**config.mk**
```make
export PLATFORM = sky130hd
export DESIGN_NAME = serial_alu_flat
export DESIGN_NICKNAME = d
export VERILOG_FILES = /design/src/rtl/serial_alu_if.sv /design/src/rtl/serial_alu.sv /design/src/flat_wrapper.sv
export SDC_FILE = /design/constraint.sdc
export NUM_CORES = 1
export LEC_CHECK = 0
export ABC_AREA = 1
export CORE_UTILIZATION = 50
export CTS_CLUSTER_DIAMETER = 120
export DETAILED_ROUTE_END_ITERATION = 12
export HOLD_SLACK_MARGIN = 0.12
export PLACE_DENSITY = 0.78
export SLEW_MARGIN = 25
export SYNTH_ARGS = -nofsm -noshare
export SYNTH_HDL_FRONTEND = slang
export SYNTH_SLANG_ARGS = --single-unit
```
**constraint.sdc**
```tcl
create_clock -name clk -period 2.7 [get_ports clk]
set_clock_uncertainty 0.15 [all_clocks]
set_input_delay 0.81 -clock clk [delete_from_list [all_inputs] [get_ports clk]]
set_output_delay 0.81 -clock clk [all_outputs]
set_load 0.01 [all_outputs]
```
**src/rtl/serial_alu_if.sv**
```systemverilog
// Requester-side bundle for serial_alu: start/busy/done handshake, operands and result flags.
interface serial_alu_if #(
  parameter int unsigned WIDTH = 8
);
  logic             start;
  logic [2:0]       mode;
  logic [WIDTH-1:0] a;
  logic [WIDTH-1:0] b;
  logic             c_in;
  logic             busy;
  logic             done;
  logic [WIDTH-1:0] x;
  logic             c_out;
  logic             zero;

  modport master (
    output start, mode, a, b, c_in,
    input  busy, done, x, c_out, zero
  );

  modport slave (
    input  start, mode, a, b, c_in,
    output busy, done, x, c_out, zero
  );
endinterface

```
**src/rtl/serial_alu.sv**
```systemverilog
// Digit-serial ALU: LSB-first, DIGIT bits per clock through a registered carry.
// Result bits shift into the top of the A register as operand bits leave the bottom.
module serial_alu #(
  parameter int unsigned WIDTH = 8,
  parameter int unsigned DIGIT = 1
) (
  input  logic         clk,
  input  logic         rst_n,
  serial_alu_if.slave  bus
);

  localparam int unsigned N    = WIDTH / DIGIT;
  localparam int unsigned CntW = (N > 1) ? $clog2(N) : 1;

  typedef enum logic [1:0] {StIdle, StRun, StDone} state_e;
  typedef enum logic [2:0] {
    ModeAdd  = 3'd0,
    ModeAnd  = 3'd1,
    ModeOr   = 3'd2,
    ModeXor  = 3'd3,
    ModeXnor = 3'd4,
    ModeSub  = 3'd5
  } mode_e;

  state_e           state_q, state_d;
  mode_e            mode_q, mode_d;
  logic [WIDTH-1:0] a_q, a_d;
  logic [WIDTH-1:0] b_q, b_d;
  logic             carry_q, carry_d;
  logic [CntW-1:0]  cnt_q, cnt_d;
  logic [WIDTH-1:0] x_q, x_d;
  logic             c_out_q, c_out_d;
  logic             zero_q, zero_d;

  logic [WIDTH+DIGIT-1:0] a_cat;
  logic [DIGIT-1:0]       a_sl, b_sl, r_sl;
  logic [DIGIT:0]         sum;
  logic                   carry_nxt;
  logic [WIDTH-1:0]       a_nxt;
  logic                   carry_init;
  logic                   last;

  // One slice of the datapath; reserved modes produce zero and kill the carry.
  always_comb begin
    a_cat     = {r_sl, a_q};
    a_sl      = a_cat[DIGIT-1:0];
    b_sl      = (mode_q == ModeSub) ? ~b_q[DIGIT-1:0] : b_q[DIGIT-1:0];
    sum       = {1'b0, a_sl} + {1'b0, b_sl} + {{DIGIT{1'b0}}, carry_q};
    r_sl      = '0;
    carry_nxt = 1'b0;
    unique case (mode_q)
      ModeAdd, ModeSub: begin
        r_sl      = sum[DIGIT-1:0];
        carry_nxt = sum[DIGIT];
      end
      ModeAnd:  r_sl = a_sl & b_sl;
      ModeOr:   r_sl = a_sl | b_sl;
      ModeXor:  r_sl = a_sl ^ b_sl;
      ModeXnor: r_sl = ~(a_sl ^ b_sl);
      default:  r_sl = '0;
    endcase
  end

  assign a_nxt = a_cat[WIDTH+DIGIT-1:DIGIT];
  assign last  = (cnt_q == CntW'(N - 1));

  always_comb begin
    unique case (mode_e'(bus.mode))
      ModeAdd: carry_init = bus.c_in;
      ModeSub: carry_init = 1'b1;
      default: carry_init = 1'b0;
    endcase
  end

  always_comb begin
    state_d = state_q;
    mode_d  = mode_q;
    a_d     = a_q;
    b_d     = b_q;
    carry_d = carry_q;
    cnt_d   = cnt_q;
    x_d     = x_q;
    c_out_d = c_out_q;
    zero_d  = zero_q;
    unique case (state_q)
      StIdle, StDone: begin
        state_d = StIdle;
        if (bus.start) begin
          state_d = StRun;
          mode_d  = mode_e'(bus.mode);
          a_d     = bus.a;
          b_d     = bus.b;
          carry_d = carry_init;
          cnt_d   = '0;
        end
      end
      StRun: begin
        a_d     = a_nxt;
        b_d     = b_q >> DIGIT;
        carry_d = carry_nxt;
        cnt_d   = cnt_q + CntW'(1);
        if (last) begin
          state_d = StDone;
          x_d     = a_nxt;
          c_out_d = carry_nxt;
          zero_d  = (a_nxt == '0);
        end
      end
      default: state_d = StIdle;
    endcase
  end

  always_ff @(posedge clk or negedge rst_n) begin
    if (!rst_n) begin
      state_q <= StIdle;
      mode_q  <= ModeAdd;
      a_q     <= '0;
      b_q     <= '0;
      carry_q <= 1'b0;
      cnt_q   <= '0;
      x_q     <= '0;
      c_out_q <= 1'b0;
      zero_q  <= 1'b0;
    end else begin
      state_q <= state_d;
      mode_q  <= mode_d;
      a_q     <= a_d;
      b_q     <= b_d;
      carry_q <= carry_d;
      cnt_q   <= cnt_d;
      x_q     <= x_d;
      c_out_q <= c_out_d;
      zero_q  <= zero_d;
    end
  end

  assign bus.busy  = (state_q == StRun);
  assign bus.done  = (state_q == StDone);
  assign bus.x     = x_q;
  assign bus.c_out = c_out_q;
  assign bus.zero  = zero_q;

endmodule

```
**src/flat_wrapper.sv**
```systemverilog
// flat-port wrapper written by rule: the top's interface ports become plain ports
module serial_alu_flat 
#(
  parameter int unsigned WIDTH = 8,
  parameter int unsigned DIGIT = 1
)
  (clk, rst_n, bus_start, bus_mode, bus_a, bus_b, bus_c_in, bus_busy, bus_done, bus_x, bus_c_out, bus_zero);
  serial_alu_if #(.WIDTH(WIDTH)) bus_i ();
  input  logic clk;
  input  logic rst_n;
  input wire logic [$bits(bus_i.start)-1:0] bus_start;
  input wire logic [$bits(bus_i.mode)-1:0] bus_mode;
  input wire logic [$bits(bus_i.a)-1:0] bus_a;
  input wire logic [$bits(bus_i.b)-1:0] bus_b;
  input wire logic [$bits(bus_i.c_in)-1:0] bus_c_in;
  output wire logic [$bits(bus_i.busy)-1:0] bus_busy;
  output wire logic [$bits(bus_i.done)-1:0] bus_done;
  output wire logic [$bits(bus_i.x)-1:0] bus_x;
  output wire logic [$bits(bus_i.c_out)-1:0] bus_c_out;
  output wire logic [$bits(bus_i.zero)-1:0] bus_zero;
  assign bus_i.start = bus_start;
  assign bus_i.mode = bus_mode;
  assign bus_i.a = bus_a;
  assign bus_i.b = bus_b;
  assign bus_i.c_in = bus_c_in;
  assign bus_busy = bus_i.busy;
  assign bus_done = bus_i.done;
  assign bus_x = bus_i.x;
  assign bus_c_out = bus_i.c_out;
  assign bus_zero = bus_i.zero;
  serial_alu #(.WIDTH(WIDTH), .DIGIT(DIGIT)) u_core (.clk(clk), .rst_n(rst_n), .bus(bus_i));
endmodule
```
# Yosys cells after proc, flatten, opt, wreduce, memory -nomap -nowiden

Index checks and enable logic that the tools add are counted.

Output and inout port bits: 12
Register bits: 35
Bits in latches: 0
Bits in writable memories: 0
Word-level logic and storage cells: 53
Bits in read-only memories: 0
Memories kept: 0
Input port bits: 23

Multiply operators: 0
Add/sub/neg operators: 3
Magnitude comparators: 0
Equal/unequal tests: 11
Shift operators: 0
Divide/modulo/power cells: 0
Reduce and logical (&&, ||, !) cells: 10
Muxes and demuxes: 15
Bitwise logic cells: 5

Operators by type and width:

| operator                                                               | count |
|---|---|
| 8-bit one-hot mux with 2 select lines                                  | 2 |
| 8-bit two-way mux                                                      | 2 |
| 3-bit equality test (second input constant)                            | 4 |
| 8-bit logical NOT                                                      | 1 |
| 3-bit by 2-bit equality test with 1-bit output (second input constant) | 2 |
| 3-bit logical NOT                                                      | 2 |
| 3-bit one-hot mux with 2 select lines                                  | 1 |
| 2-bit AND reduction                                                    | 3 |
| 1-bit one-hot mux with 5 select lines                                  | 1 |
| 1-bit two-way mux                                                      | 4 |
| 1-bit one-hot mux with 2 select lines                                  | 2 |
| 2-bit one-hot mux with 2 select lines                                  | 1 |
| 2-bit OR reduction                                                     | 2 |
| 3-bit by 1-bit adder with 3-bit output (second input constant)         | 1 |
| 3-bit by 1-bit equality test with 1-bit output (second input constant) | 1 |
| 3-bit two-way mux                                                      | 1 |
| 1-bit by 1-bit adder with 2-bit output                                 | 1 |
| 2-bit by 1-bit adder with 2-bit output                                 | 1 |
| 2-bit by 1-bit equality test with 1-bit output (second input constant) | 1 |
| 2-bit equality test (second input constant)                            | 1 |
| 2-bit logical NOT                                                      | 1 |
| 2-bit two-way mux                                                      | 1 |
| 2-bit by 1-bit != test with 1-bit output (second input constant)       | 1 |
| 2-bit != test (second input constant)                                  | 1 |
| 5 further kinds                                                        | 6 |

# Logic depth before layout (Yosys ltp)

Gate-level depths: netlist (run 1).

Word-level depth: 6
Depth in mapped cells: 12
Gate-level depth less buffers: 12

# Worst setup path before layout (run 1)

Ideal clock, no wire load.

Path type: reg-to-output
From: register u_core.state_q[1]
To: output port bus_busy
Arrival time: 832 ps
Stages on the path, launching flop included: 3
Path buffers: 1
Path slack: 908 ps
Cell sequence: dfrtp_1 -> nor2_8 -> buf_2

Longest elaborated chain between the ends: 1

Ends and longest elaborated chain:

| element                                        | RTL line           | text |
|---|---|---|
| from (decl)                                    | serial_alu.sv:25   | `state_e state_q, state_d;` |
| from (signal assigned)                         | serial_alu.sv:115  | `state_q <= StIdle;` |
| from (signal assigned)                         | serial_alu.sv:125  | `state_q <= state_d;` |
| 2-bit by 1-bit equality test with 1-bit output | serial_alu.sv:137  | `assign bus.busy = (state_q == StRun);` |
| to (decl)                                      | flat_wrapper.sv:16 | `output wire logic [$bits(bus_i.busy)-1:0] bus_busy;` |

Every way passes these cells.

# Final worst setup path (run 1)

From: register u_core.state_q[1]
To: output port bus_done

Longest elaborated chain between the ends: 1

Ends and longest elaborated chain:

| element             | RTL line           | text |
|---|---|---|
| 2-bit equality test | serial_alu.sv:138  | `assign bus.done = (state_q == StDone);` |
| to (decl)           | flat_wrapper.sv:17 | `output wire logic [$bits(bus_i.done)-1:0] bus_done;` |

Every way passes these cells.

==> results of run 1 <==
==> logic make-up (layout without fill, tap and decap cells) <==
group,after synthesis,after routing
and+or+nand+nor,71,71
DFF,35,35
AOI/OAI and AO/OA,34,34
adders and majority gates,4,4
buffers and inverters,35,74
==> worst max path at each step <==
stage                                       start                   endpoint
floorplan           u_core.state_q[1]$_DFFE_PN0P_                   bus_busy
detailed placement                      bus_start  u_core.b_q[1]$_DFFE_PN0P_
global placement                        bus_start  u_core.a_q[7]$_DFFE_PN0P_
finish              u_core.state_q[1]$_DFFE_PN0P_                   bus_done
CTS                 u_core.state_q[1]$_DFFE_PN0P_                   bus_done
global route        u_core.state_q[1]$_DFFE_PN0P_                   bus_done
==> cells in the mapped netlist (2+ instances only) <==
| library cell | number |
|---|---|
| nand2_1 | 32 |
| buf_2 | 5 |
| o21ai_1 | 3 |
| a221oi_1 | 8 |
| nand3_1 | 9 |
| ha_1 | 4 |
| inv_2 | 5 |
| a22o_1 | 2 |
| a221oi_2 | 5 |
| a21oi_1 | 2 |
| nor3_1 | 14 |
| inv_1 | 24 |
| dfrtp_1 | 35 |
| nand4_1 | 4 |
| nor2_1 | 8 |
| o21ai_0 | 12 |
| nand2_2 | 2 |
==> stage by stage <==
| step | cells | util (%) |
|---|---|---|
| after CTS | 262 | 68.8 |
| final | 262 | 68.8 |
| after global routing | 262 | 68.8 |
| after global placement | 254 | 66.0 |
| after floorplan | 179 | - |
| after detailed placement | 254 | 66.0 |
==> worst register-to-register path: cells and delay by family, from the launching register on <==
kind            cells  cell delay, ns
flops               1            0.43
buf+inv             1            0.11
simple gates        8            0.72
compound gates      1            0.09
fa+ha+maj           1            0.30
==> flip-flops by register name, indices dropped and copies added, names as in the netlist <==
signal	flops
u_core.a_q	8
u_core.b_q	8
u_core.bus.c_out	1
u_core.bus.x	8
u_core.bus.zero	1
u_core.carry_q	1
u_core.cnt_q	3
u_core.mode_q	3
u_core.state_q	2
==> power by group through the flow <==
stage | sequential [mW] | combinational [mW] | clock, mW
finish | 0.899 | 1.17 | 0.402
global route | 0.920 | 1.31 | 0.428
CTS | 0.898 | 1.17 | 0.411
detailed placement | 0.908 | 1.17 | 0
global placement | 0.893 | 1.12 | 0
floorplan | 0.907 | 0.812 | 0
==> metal layers <==
layer	routed length (µm)	GRT usage [%]
met1	1560	29.4
met2	1630	35.4
met3	204	6.49
met4	55	7.97
met5	0	0
==> cell usage in the layout (no fill, tap or decap), types with 2 or more instances in the layout <==
master            n
clkdlybuf4s50_1  34
buf_4             3
nand3_1           9
ha_1              4
o21ai_0          12
dfrtp_1          35
nand2_2           2
a22o_1            2
o21ai_1           3
nor2_1            8
a221oi_1          8
nand4_1           4
inv_2             5
inv_1            24
clkbuf_4          5
nand2_1          32
nor3_1           14
a21oi_1           2
a221oi_2          5
==> layout make-up <==
class | count | area, µm²
clock buffers | 6 | 51.3
clock inverters | 2 | 35.0
fillers | 272 | 967
inverters | 29 | 109
multi-input cells | 109 | 647
flip-flops and latches | 35 | 876
well taps | 44 | 55.1
repair buffers | 37 | 363
==> impl_results.md, run 1 <==
* Status: finished, final reports clean
* Clock share of power at 16.3%
* Netlist cell types at 22
* Vias at 1,387
* Maxcap violations at 0
* Req. time, crit path at 1.74 ns
* Die Wd at 59.8 µm
* Final #Nets at 244
* Post-synth EDFFs at 0
* Hold EP: u_core.bus.x[7]$_DFFE_PN0P_
* Sequential area share after synthesis at 52.5%
* Lkg Pwr at 1.00 nW
* Syn_area_per_cell at 9.32 µm²
* Worst reg2reg path depth at 11
* Finish-stage setup viols at 0
* Placed Area at 0.00205 mm²
* Type of origin of the critical path: flop
* CTS max path bufs at 2
* Layout cells sized above 1 at 11.5%
* Worst hold margin at 0.343 ns
* Post-Synthesis Cell Area at 0.00167 mm²
* Mux cell area share after synthesis at 0%
* Switching share of total power at 40.0%
* Clk slew on worst S/H paths at 0.11 ns
* Port Buf Inserts at 34
* Crit path max-delay cell type: clkdlybuf4s50_1
* Clk Latency, worst-skew pair at 0.35 ns
* Vias in the first global route at 1,313
* Vias/cell at 5.29
* Post-CTS Hold Fix Bufs at 0
* Critical path arrival at 1.53 ns
* Gate count of the mapped netlist at 179
* Final wirelength at 3450 µm
* PwrDens at 1160 mW/mm²
* Hold Startpoint: u_core.bus.x[7]$_DFFE_PN0P_
* Ys Warns at 0
* First-pass GRT wire length at 5810 µm
* Combinational share of power at 47.3%
* Top FF cell, synth: dfrtp_1
* Crit path max fanout at 2
* Worst setup margin at 0.208 ns
* CTS root buffer: clkbuf_4
* Worst r2r dst: u_core.a_q[7]$_DFFE_PN0P_
* RSZ-0062 raised after global routing: false
* Type of destination of the critical path: output pin
* Die Y-Extent at 59.8 µm
* WL per Instance at 13.2 µm
* CP Buf/Inv Count at 2
* Minimum clock period at 2.49 ns
* H-tree levels at 2
* Crit path max-delay family: buffers and inverters
* Async SR Flop Fraction at 100%
* Fin area at 0.00214 mm²
* Pint at 1.48 mW
* Std cell rows at 20
* Sequential power share at 36.4%
* CTS sink count at 35
* CP Depth at 3
* Max rail drop VDD at 0.591 mV
* DRC at 0
* CORE AREA at 0.00310 mm²
* Biggest area consumer among synthesized cells: dfrtp_1
* CTS tree: yes
* #FFs+latches synth at 35
* TritonCTS buffer count at 5
* Initial Util at 53.8%
* DP HPWL at 2440 µm
* Worst Hold Class: reg2reg
* TNS Setup at 0 ns
* Gr ovfl total at 0
* Post-CTS resize count at 0
* Initial DRT Pass Iterations at 5
* Total Routing Usage GR at 22.4%
* Final Hold Viols at 0
* Setup bufs post-CTS at 0
* Area share of the leading cell type in the synthesized netlist at 52.5%
* Remaining antenna violation count after routing at 0
* Post-Synth XOR/XNOR Area at 0%
* Initial antenna violation count at 0
* Max incr delay on CP at 0.54 ns
* Crit path cell chain: inv_1 -> nor2_1 -> clkdlybuf4s50_1
* RR Startpoint: u_core.mode_q[1]$_DFFE_PN0P_
* Mapped Nets at 206
* Slew at the pin closest to its max-slew limit at 0.424 ns
* Setup WS pre-CTS at 0.434 ns
* Reg2reg setup slack at 0.80 ns
* Area share of fa/ha/maj cells after synthesis at 3.00%
* Die ar. at 0.00357 mm²
* Number of DRC markers in iteration 0 at 49
* Boundary pin count at 35
* Post-synthesis compound-gate area fraction at 15.8%
* Area delta synth->final at 28.1%
* Slew margin rel. at 71.7%
* Max-slew violation count at 0
* Fmax at 0.401 GHz
* Final critical-path share of the clock period at 92.3%
* Hold depth at 2
* Simple-gate area share of the yosys netlist at 20.0%
* Largest family of logic cells by synthesized area: simple AND/OR/NAND/NOR gates
* Largest net degree at the start of global routing at 37
* Ant. Diodes at 0
* Placer Congestion at 0.797
* Post-layout total power at 2.47 mW
* Net load switching power at 987 µW
* CP Class: reg2out
* Top cells by area, synth: dfrtp_1 (53%), nand2_1 (7.2%), inv_1 (5.4%)
(Power assumes the default switching activity.)
==> inputs of run 2 (changes only) <==
--- a/config.mk
+++ b/config.mk
@@ -6,11 +6,11 @@
 export NUM_CORES = 1
 export LEC_CHECK = 0
 export ABC_AREA = 1
-export CORE_UTILIZATION = 50
+export CORE_UTILIZATION = 54
 export CTS_CLUSTER_DIAMETER = 120
 export DETAILED_ROUTE_END_ITERATION = 12
 export HOLD_SLACK_MARGIN = 0.12
-export PLACE_DENSITY = 0.78
+export PLACE_DENSITY = 0.84
 export SLEW_MARGIN = 25
 export SYNTH_ARGS = -nofsm -noshare
 export SYNTH_HDL_FRONTEND = slang
==> run 2 against run 1 <==
Effect of this change:
- the flow now finishes with violations (design-rule violations)
- critical path depth unchanged
- sequential share of layout area about the same
- global-route usage grew 3.2 points
- largest power group unchanged
- clock power rose by 18%
- largest cell class unchanged
- routed wire length rose by 4.6%
- final area up 0.12%
- combinational power is essentially flat
- non-clock buffer count is the same
==> impl_results.md, run 2 (synthesis results as in run 1) <==
* Status: finished with violations
* Failing checks: design-rule violations
* Final #Nets at 244
* WL per Instance at 14.5 µm
* Total Routing Usage GR at 25.6%
* Maxcap violations at 0
* Finish-stage setup viols at 0
* Vias in the first global route at 1,431
* Most frequent cells in the layout: dfrtp_1 (35), clkdlybuf4s50_1 (34), nand2_1 (32)
* Clk Latency, worst-skew pair at 0.35 ns
* Die ar. at 0.00331 mm²
* Vias/cell at 5.69
* Worst Hold Class: reg2reg
* Std cell rows at 19
* Max rail drop VDD at 0.758 mV
* Critical path arrival at 1.52 ns
* Placer Congestion at 0.776
* Initial Util at 59.0%
* Type of destination of the critical path: output pin
* Remaining antenna violation count after routing at 0
* Initial antenna violation count at 0
* First-pass GRT wire length at 6270 µm
* Worst reg2reg path depth at 11
* DRC at 3
* Die Y-Extent at 57.6 µm
* Lkg Pwr at 1.00 nW
* Reg2reg setup slack at 0.77 ns
* Slew margin rel. at 71.5%
* Worst r2r dst: u_core.a_q[7]$_DFFE_PN0P_
* Crit path from: u_core.state_q[1]$_DFFE_PN0P_
* Ant. Diodes at 0
* Boundary pin count at 35
* Minimum clock period at 2.48 ns
* Worst setup margin at 0.221 ns
* Fillers at 184
* Fmax at 0.403 GHz
* TritonCTS buffer count at 5
* Req. time, crit path at 1.74 ns
* Vias at 1,417
* CTS sink count at 35
* Setup WS pre-CTS at 0.402 ns
* Max-slew violation count at 0
* CP Capture Point: bus_done
* Number of DRC markers in iteration 0 at 65
* Die Wd at 57.6 µm
* Area delta synth->final at 28.2%
* Setup bufs post-CTS at 0
* CP Class: reg2out
* CTS root buffer: clkbuf_4
* Slew at the pin closest to its max-slew limit at 0.428 ns
* CTS tree: yes
* Final Hold Viols at 0
* DP HPWL at 2620 µm
* Gr ovfl total at 0
* CORE AREA at 0.00283 mm²
* Post-CTS resize count at 0
* PwrDens at 1200 mW/mm²
* H-tree levels at 2
* CTS max path bufs at 2
* Final wirelength at 3610 µm
* Type of origin of the critical path: flop
* RSZ-0062 raised after global routing: false
* Largest net degree at the start of global routing at 37
* Post-CTS Hold Fix Bufs at 0
* Port Buf Inserts at 34
* Placed Area at 0.00203 mm²
* Crit path max fanout at 2
* Layout cells sized above 1 at 11.5%
* Fin area at 0.00214 mm²
* Commonest non-fill, non-tap cell in the layout: dfrtp_1
* Clk slew on worst S/H paths at 0.11 ns
* RR Startpoint: u_core.mode_q[1]$_DFFE_PN0P_
* TNS Setup at 0 ns
* Initial DRT Pass Iterations at 8
* Final critical-path share of the clock period at 91.8%
-- run 2: changes by cell type in the layout (fill, tap and decap cells not counted), sizes merged --
cell      change
bufinv        +1
clkbuf        -1
clkinv        -1
clkinvlp      +1
-- run 2: stage by stage --
stage          util [%]  cells  hold WS, ns  total power, mW
3_3_place_gp       71.9    241        0.315             2.01
6_report           75.6    249        0.346             2.56
4_1_cts            75.6    249        0.352             2.57
5_1_grt            75.6    249        0.377             2.76
2_1_floorplan         -    179        0.300             1.72
3_5_place_dp       71.9    241        0.325             2.08
-- run 2: power by group --
part / total [mW] / internal, mW / switching [mW]
clock: 0.473 / 0.288 / 0.185
combinational: 1.18 / 0.501 / 0.684
sequential: 0.899 / 0.763 / 0.136
total: 2.56 / 1.55 / 1.00
-- run 2: worst min-delay path by stage --
stage | slack, ns | cells past startpoint | end | from
detailed placement | 0.33 | 2 | u_core.bus.x[4]$_DFFE_PN0P_ | u_core.bus.x[4]$_DFFE_PN0P_
finish | 0.35 | 2 | u_core.bus.x[4]$_DFFE_PN0P_ | u_core.bus.x[4]$_DFFE_PN0P_
floorplan | 0.30 | 1 | u_core.cnt_q[0]$_DFFE_PN0P_ | u_core.cnt_q[0]$_DFFE_PN0P_
global placement | 0.31 | 2 | u_core.bus.x[4]$_DFFE_PN0P_ | u_core.bus.x[4]$_DFFE_PN0P_
global route | 0.38 | 2 | u_core.bus.x[7]$_DFFE_PN0P_ | u_core.bus.x[7]$_DFFE_PN0P_
CTS | 0.35 | 2 | u_core.bus.x[4]$_DFFE_PN0P_ | u_core.bus.x[4]$_DFFE_PN0P_
-- run 2: final cells by class --
class | count | area, µm² | share of cell area (%)
Inverter | 29 | 109 | 5.09
Timing Repair Buffer | 37 | 363 | 17.0
Tap cell | 31 | 38.8 | 1.81
Sequential cell | 35 | 876 | 41.0
Clock inverter | 3 | 67.6 | 3.16
Clock buffer | 5 | 37.5 | 1.76
Multi-Input combinational cell | 109 | 647 | 30.3
-- run 2: layer usage --
layer | vias to the layer above | global-route usage (%) | routed length, µm
li1 | 686 | - | -
met1 | 668 | 29.8 | 1480
met2 | 49 | 43.2 | 1790
met3 | 14 | 8.16 | 235
met4 | 0 | 11.5 | 108
met5 | - | 0 | 0
-- run 2: worst max-delay path: stages, from the launching register on --
cell	delay, ns
dfrtp_1	0.46
inv_1	0.07
nor2_1	0.10
clkdlybuf4s50_1	0.54
==> inputs of run 3 (changes only) <==
--- a/config.mk
+++ b/config.mk
@@ -11,6 +11,7 @@
 export DETAILED_ROUTE_END_ITERATION = 12
 export HOLD_SLACK_MARGIN = 0.12
 export PLACE_DENSITY = 0.84
+export SETUP_SLACK_MARGIN = 0.1
 export SLEW_MARGIN = 25
 export SYNTH_ARGS = -nofsm -noshare
 export SYNTH_HDL_FRONTEND = slang
==> results of run 3 <==
Final layout, timing and power as in run 2 (identical DEF).
